===== config.mk =====
export PLATFORM = sky130hd
export DESIGN_NAME = id_ex_stall_reg
export DESIGN_NICKNAME = d
export VERILOG_FILES = /design/src/rtl/id_ex_stall_reg.sv
export SDC_FILE = /design/constraint.sdc
export NUM_CORES = 1
export LEC_CHECK = 0
export ABC_AREA = 1
export BUFFER_PORTS_ARGS = -buffer_cell sky130_fd_sc_hd__buf_4
export CORE_AREA = 5 5 126 128
export CTS_CLUSTER_SIZE = 20
export DETAILED_ROUTE_END_ITERATION = 8
export DIE_AREA = 0 0 131 133
export PLACE_DENSITY_LB_ADDON = 0.05
export SYNTH_ARGS = -nofsm -noshare
export SYNTH_HDL_FRONTEND = slang
export SYNTH_SLANG_ARGS = --single-unit

===== constraint.sdc =====
create_clock -name clk -period 0.9 [get_ports clk]
set_input_delay 0.135 -clock clk [delete_from_list [all_inputs] [get_ports clk]]
set_output_delay 0.135 -clock clk [all_outputs]
set_load 0.01 [all_outputs]

===== src/rtl/id_ex_stall_reg.sv =====
// id_ex_stall_reg: ID/EX pipeline register with load-use bubble insertion and stall-overrun detection.
// Optional stall cycle counter is enabled by defining STALL_PERF_CNT_EN.
module id_ex_stall_reg (
  input  logic        clk,
  input  logic        reset,
  input  logic        is_stall,
  input  logic [31:0] ID_pc,
  input  logic [31:0] ID_rs1_data,
  input  logic [31:0] ID_rs2_data,
  input  logic [31:0] ID_imm,
  input  logic [4:0]  ID_rd,
  input  logic [6:0]  ID_opcode,
  input  logic        ID_reg_write,
  input  logic        ID_mem_read,
  input  logic        ID_mem_write,
  input  logic        ID_mem_to_reg,
  input  logic        ID_alu_src,
  input  logic        ID_is_halted,
  output logic [31:0] EX_pc,
  output logic [31:0] EX_rs1_data,
  output logic [31:0] EX_rs2_data,
  output logic [31:0] EX_imm,
  output logic [4:0]  EX_rd,
  output logic [6:0]  EX_opcode,
  output logic        EX_reg_write,
  output logic        EX_mem_read,
  output logic        EX_mem_write,
  output logic        EX_mem_to_reg,
  output logic        EX_alu_src,
  output logic        EX_is_halted,
  output logic        pc_write,
  output logic        if_id_write,
  output logic        stall_overrun,
  output logic [31:0] stall_cycles
);
  logic [1:0] run;
  assign pc_write    = !is_stall;
  assign if_id_write = !is_stall;
  // A bubble kills every side-effecting control bit; data fields pass through as don't-care.
  always_ff @(posedge clk or negedge reset)
    if (!reset) begin
      EX_pc         <= '0;
      EX_rs1_data   <= '0;
      EX_rs2_data   <= '0;
      EX_imm        <= '0;
      EX_rd         <= '0;
      EX_opcode     <= '0;
      EX_reg_write  <= 1'b0;
      EX_mem_read   <= 1'b0;
      EX_mem_write  <= 1'b0;
      EX_mem_to_reg <= 1'b0;
      EX_alu_src    <= 1'b0;
      EX_is_halted  <= 1'b0;
      run           <= '0;
      stall_overrun <= 1'b0;
    end else begin
      EX_pc         <= ID_pc;
      EX_rs1_data   <= ID_rs1_data;
      EX_rs2_data   <= ID_rs2_data;
      EX_imm        <= ID_imm;
      EX_mem_to_reg <= ID_mem_to_reg;
      EX_alu_src    <= ID_alu_src;
      EX_rd         <= is_stall ? 5'd0 : ID_rd;
      EX_opcode     <= is_stall ? 7'd0 : ID_opcode;
      EX_reg_write  <= ID_reg_write & !is_stall;
      EX_mem_read   <= ID_mem_read  & !is_stall;
      EX_mem_write  <= ID_mem_write & !is_stall;
      EX_is_halted  <= ID_is_halted & !is_stall;
      run           <= is_stall ? (run == 2'd3 ? run : run + 2'd1) : 2'd0;
      stall_overrun <= stall_overrun | (is_stall && run == 2'd2);
    end
`ifdef STALL_PERF_CNT_EN
  always_ff @(posedge clk or negedge reset)
    if (!reset) stall_cycles <= '0;
    else if (is_stall) stall_cycles <= stall_cycles + 32'd1;
`else
  assign stall_cycles = '0;
`endif
endmodule

==> key figures, run 1 <==
Critical path
  – Setup crit end kind: primary output
  – Reg2reg path depth: 5
  – Worst path max stage delay: 400 ps
  – Worst R2R Start: run[0]
  – CP max-delay cell: dfrtp_1
  – Crit path required time: 760 ps
  – CP top delay family: flip-flops
  – Crit path max fanout: 2
  – Reg2reg setup slack: -60 ps
  – Worst Path Arrival: 940 ps
  – Critical-path cell list: buf_6
  – Critical R2R Capture: run[1]
  – CP Class: reg2out
  – Worst path buffer plus inverter count: 1
  – CP Launch Type: register

Floorplan
  – # rows: 45
  – Die Width: 131 um
  – Placeable core region: 14800 um2
  – Die footprint: 17400 um2
  – Starting Density: 0.284
  – Vert. Die Dim: 133 um
  – Top Ports: 330

Global route
  – GRT Util Overall: 0.167
  – Number of global-route vias before repair: 3925
  – Initial antenna violation count: 0
  – Global-route wire length before repair: 21.5 mm
  – GRT overflow: 0
  – Pin count of the biggest net entering global routing: 42

Yosys
  – Yosys top cell area share: 0.889
  – Synth area leader: dfrtp_1
  – EDFF count, synth: 0
  – Flops & latches, synth: 149
  – Unique masters post-synth: 10
  – Ys flop type: dfrtp_1
  – Top-count cell post-synth: dfrtp_1
  – Sequential element share of the synthesized area: 0.889
  – Gate Count Post-Synth: 230
  – Synth area leaders: dfrtp_1, buf_4, inv_1, nor2_1, ha_1
  – Commonest cells post-synth: dfrtp_1, buf_4, inv_1
  – Post-Syn Area per Cell: 18.2 um2
  – Mapped Area: 4190 um2
  – Syn. warnings: 0
  – Async SR Flop Fraction: 1.00

Clock network
  – Clk sinks: 149
  – CTS root buf: clkbuf_16
  – Reg clk slew, reported paths: 60 ps
  – Skew-Pair Late Insertion Delay: 400 ps
  – H-tree levels: 4
  – CTS Buf Count: 17
  – Clock buffer depth: 2
  – CTS tree: done

Timing
  – Setup WS post-layout: -170 ps
  – Final hold violation count: 0
  – Clock skew: 1.21 ps
  – Fmax: 0.935 GHz
  – Unrepaired setup endpoints after global routing: true
  – Final Cycle Share: 1.19
  – Setup TNS Final: -19930 ps
  – Post-layout min period: 1070 ps
  – Max Slew Vio Count: 0
  – Setup-failing EPs final: 148

Run
  – Maxcap violations: 0

Pwr
  – Pleak: 4.60 nW
  – Total power: 0.0169 W
  – Power per standard cell area: 1820 nW/um2
  – Maximum vdd drop: 1.57 mV

Routing
  – Via count: 3375
  – Initial drt markers: 86
  – Final wirelength: 14.7 mm
  – Vias per cell: 3.77
  – ANT nets after route: 0
  – # DRC: 0
  – Drt wl/cell: 16.4 um
  – Drt first pass iters: 3

Outcome
  – Failing checks: setup timing
  – Outcome: finished, violations left

Place
  – HPWL after DPL: 10.6 mm
  – Global placer's final weighted congestion: 0.743
  – Port bufs: 297
  – Placed cells: 718

Finish
  – N_diodes: 0
  – Ratio of cells with drive above 1 in the final layout: 0.483
  – Layout Nets: 848
  – Layout area overhead: 121%
  – Final cell count without fillers: 896

Min path
  – Hold path depth: 2
  – Hold WC Path Type: in2reg
  – Min-Delay Endpoint: EX_opcode[2]
  – Hold_sp: is_stall
-- worst max-delay path by stage --
stage	startpoint	end	depth (start not counted)
final	stall_overrun	stall_overrun	1
after global routing	stall_overrun	stall_overrun	1
after floorplan	run[0]	run[1]	5
after detailed placement	run[0]	run[1]	5
after CTS	stall_overrun	stall_overrun	1
after global placement	run[0]	run[1]	5
-- power breakdown --
part	switching, W	internal (W)
Combinational	0.000864	0.00155
Sequential	0.000198	0.00707
Clock	0.00257	0.00466
-- cell type report --
class,count,area [um2]
clock inverter,10,156
sequential,149,3730
fill,1125,5480
inverter,20,75.1
timing repair buffer,452,4350
multi-input combinational,57,275
tap,188,235
clock buffer,20,447
-- layout by cell type (no fill, tap or decap) --
| cell | count |
|---|---|
| a21o_1 | 1 |
| buf_12 | 3 |
| buf_4 | 154 |
| buf_6 | 148 |
| bufinv_16 | 4 |
| clkbuf_1 | 2 |
| clkbuf_16 | 17 |
| clkbuf_8 | 1 |
| clkinv_2 | 4 |
| clkinv_4 | 1 |
| clkinvlp_4 | 1 |
| conb_1 | 32 |
| dfrtp_1 | 147 |
| dfrtp_2 | 2 |
| dlygate4sd3_1 | 147 |
| ha_4 | 2 |
| inv_1 | 17 |
| inv_2 | 3 |
| nand2_1 | 2 |
| nand3_1 | 2 |
| nand3_2 | 2 |
| nor2_1 | 16 |
-- kinds of logic (layout without fill, tap and decap cells) --
| logic type | count (synthesis) | count (layout) | synth area share |
|---|---|---|---|
| flip-flops | 149 | 149 | 0.889 |
| buffers and inverters | 55 | 502 | 0.0814 |
| AND/OR/NAND/NOR | 22 | 22 | 0.0209 |
| adder cells (fa/ha/maj) | 2 | 2 | 0.00597 |
| other | 1 | 32 | 0.000894 |
| AO/OA/AOI/OAI | 1 | 1 | 0.00179 |
-- metal layers --
layer,wire [um],GRT usage
met1,4790,0.168
met2,7950,0.301
met3,1590,0.0678
met4,395,0.0629
met5,0,0
-- timing repair --
item | CTS | global route
pin swaps | 7 | 3
gates resized for setup | 154 | 3
hold endpoints to repair | 295 | 0
hold buffers | 147 | 0
buffers inserted | 0 | 1
setup endpoints to repair | 150 | 150
-- stage by stage --
stage,cell area [um2],hold WS [ps],setup slack (ps),util
after floorplan,4310,-161,-1.53,-
after global placement,6600,2.49,-40.2,0.448
after detailed placement,6600,3.08,-105,0.448
after CTS,9250,37.4,-194,0.627
after global routing,9270,43.1,-212,0.629
final,9270,49.0,-170,0.629
Power figures use the tool's default switching activity.
==> run 2: changes to the inputs <==
RECOVER_POWER = 50   (was default)
==> run 2 against run 1 <==
  * The flow still finishes with violations (setup timing)
  * Combinational power decreased by 2%
  * Sequential power barely moved
  * Largest power group unchanged
  * Via count grew 0.24%
  * Final area about the same
  * Clock power hardly changed
  * Power is 0.13% lower
  * Non-clock buffer count did not move
  * Core utilization about the same
==> key figures, run 2 (synthesized netlist as in run 1, its figures left out) <==
Critical path
  – Worst Path Arrival: 940 ps (about the same)
  – CP Launch Type: register
  – Worst R2R Start: run[0]
  – Critical-path cell list: buf_6
  – Reg2reg setup slack: -60 ps (about the same)
  – Critical R2R Capture: run[1]
  – Crit path max fanout: 2 (unchanged)
  – Reg2reg path depth: 5 (unchanged)
  – Setup crit end kind: primary output
  – Worst path max stage delay: 400 ps (about the same)
  – Crit path required time: 760 ps (about the same)
  – CP Class: reg2out
  – Worst path buffer plus inverter count: 1 (unchanged)
  – CP top delay family: flip-flops
  – CP max-delay cell: dfrtp_1

Pwr
  – Gate power share: 0.140 (-0.003)
  – Sw frac: 0.215 (+0.000888)
  – Clock power share: 0.429 (about the same)
  – Int Power: 0.0132 W (-0.24%)
  – Power per standard cell area: 1820 nW/um2 (about the same)
  – Maximum vdd drop: 1.57 mV (about the same)
  – NetSw: 0.00364 W (+0.28%)
  – Seq pwr share: 0.430 (about the same)
  – Pleak: 4.57 nW (-0.63%)

Floorplan
  – Die footprint: 17400 um2 (unchanged)
  – # rows: 45 (unchanged)
  – Placeable core region: 14800 um2 (unchanged)
  – Top Ports: 330 (unchanged)
  – Starting Density: 0.284 (unchanged)
  – Die Width: 131 um (unchanged)
  – Vert. Die Dim: 133 um (unchanged)

Timing
  – Clock skew: 1.09 ps (-0.113 ps)
  – Post-layout min period: 1070 ps (+0.684 ps)
  – Hold WS: 48.3 ps (-0.715 ps)
  – Max Slew Vio Count: 0 (unchanged)
  – Setup TNS Final: -20230 ps (-300 ps)
  – Max_slew headroom: 0.604
  – Fmax: 0.934 GHz (about the same)
  – Setup WS post-layout: -171 ps (-0.684 ps)
  – Final Cycle Share: 1.19 (about the same)
  – Unrepaired setup endpoints after global routing: true
  – Least-Margin Pin Slew: 594 ps
  – Final hold violation count: 0 (unchanged)
  – Setup-failing EPs final: 169 (+14%)

Clock network
  – CTS Buf Count: 17 (unchanged)
  – H-tree levels: 4 (unchanged)
  – CTS tree: done
  – Reg clk slew, reported paths: 60 ps (about the same)
  – Clock buffer depth: 2 (unchanged)
  – CTS root buf: clkbuf_16
  – Skew-Pair Late Insertion Delay: 410 ps (about the same)
  – Clk sinks: 149 (unchanged)

Run
  – Maxcap violations: 0 (unchanged)

Routing
  – Top Metal Used: met4
  – Initial drt markers: 70 (-19%)
  – # DRC: 0 (unchanged)
  – Via count: 3383 (+0.24%)
  – Met2 wire len: 7.88 mm (-0.87%)
  – Drt first pass iters: 4 (+1)
  – Drt wl/cell: 16.2 um (-1.3%)
  – Met3 WL: 1.59 mm (about the same)
  – Final wirelength: 14.5 mm (-1.3%)
  – Wl on met1: 4.65 mm (-2.8%)
  – ANT nets after route: 0 (unchanged)
  – Vias per cell: 3.78 (+0.24%)

Global route
  – Initial antenna violation count: 0 (unchanged)
  – GRT overflow: 0 (unchanged)
  – Global-route wire length before repair: 21.5 mm (unchanged)
  – Pin count of the biggest net entering global routing: 42 (unchanged)
  – Number of global-route vias before repair: 3925 (unchanged)
  – GRT Util Overall: 0.167 (unchanged)

Outcome
  – Failing checks: setup timing
  – Outcome: finished, violations left

Place
  – Placed cells: 718 (unchanged)
  – DP Worst Slack: -105 ps (unchanged)
  – Global placer's final weighted congestion: 0.743 (unchanged)
  – Port bufs: 297 (unchanged)
  – Placed Area: 6600 um2 (unchanged)
  – HPWL after DPL: 10.6 mm (unchanged)

Min path
  – Hold WC Path Type: in2reg
  – Min-Delay Endpoint: EX_opcode[2]
  – Hold path depth: 2 (unchanged)
  – Hold_sp: is_stall

Finish
  – Most frequent cells in the layout: dfrtp_1, dlygate4sd3_1, buf_6
  – N_diodes: 0 (unchanged)
  – Layout area overhead: 121% (about the same)
  – Final Cell Area: 9270 um2 (about the same)
  – Layout Nets: 848 (unchanged)
  – Ratio of cells with drive above 1 in the final layout: 0.483 (unchanged)
  – FILL cells: 1124 (-0.089%)
  – Final cell count without fillers: 896 (unchanged)
run 2: changes by cell type in the layout (fill, tap and decap cells not counted), sizes merged:
cell,change
buf,-135
clkbuf,+135
run 2: timing repair:
action | in CTS | in global routing
pin swaps | 7 | 3
hold buffers | 147 | 0
resized for setup | 154 | 3
setup buffers | 0 | 1
endpoints found under the setup margin | 150 | 150
endpoints found under the hold margin | 295 | 0
run 2: worst max path at each step:
stage	from	to	slack (ps)	depth (start not counted)
global placement	run[0]	run[1]	-40	5
global route	stall_overrun	stall_overrun	-210	1
CTS	stall_overrun	stall_overrun	-190	1
floorplan	run[0]	run[1]	-2	5
finish	stall_overrun	stall_overrun	-170	1
detailed placement	run[0]	run[1]	-110	5
run 2: layout make-up:
cell class | count | area (um2) | share of cell area
inverters | 20 | 75.1 | 0.00810
repair buffers | 452 | 4350 | 0.469
well taps | 188 | 235 | 0.0254
multi-input cells | 57 | 275 | 0.0297
clock buffers | 20 | 447 | 0.0482
clock inverters | 10 | 156 | 0.0169
flip-flops and latches | 149 | 3730 | 0.403
run 2: metrics by stage:
| step | utilization | power (W) |
|---|---|---|
| 5_1_grt | 0.628 | 0.0176 |
| 6_report | 0.628 | 0.0169 |
| 4_1_cts | 0.627 | 0.0171 |
| 2_1_floorplan | - | 0.00773 |
| 3_5_place_dp | 0.448 | 0.00895 |
| 3_3_place_gp | 0.448 | 0.00891 |
run 2: per-layer routing:
layer / GRT usage / vias to the layer above
met4: 0.0629 / 0
met2: 0.301 / 193
met5: 0 / -
met3: 0.0678 / 24
li1: - / 1555
met1: 0.168 / 1611
run 2: power by group through the flow:
stage,Clock (W),Combinational [W],Sequential [W]
global route,0.00773,0.00255,0.00730
finish,0.00725,0.00237,0.00726
CTS,0.00745,0.00243,0.00725
floorplan,0,0.000256,0.00747
global placement,0,0.00163,0.00728
detailed placement,0,0.00165,0.00730
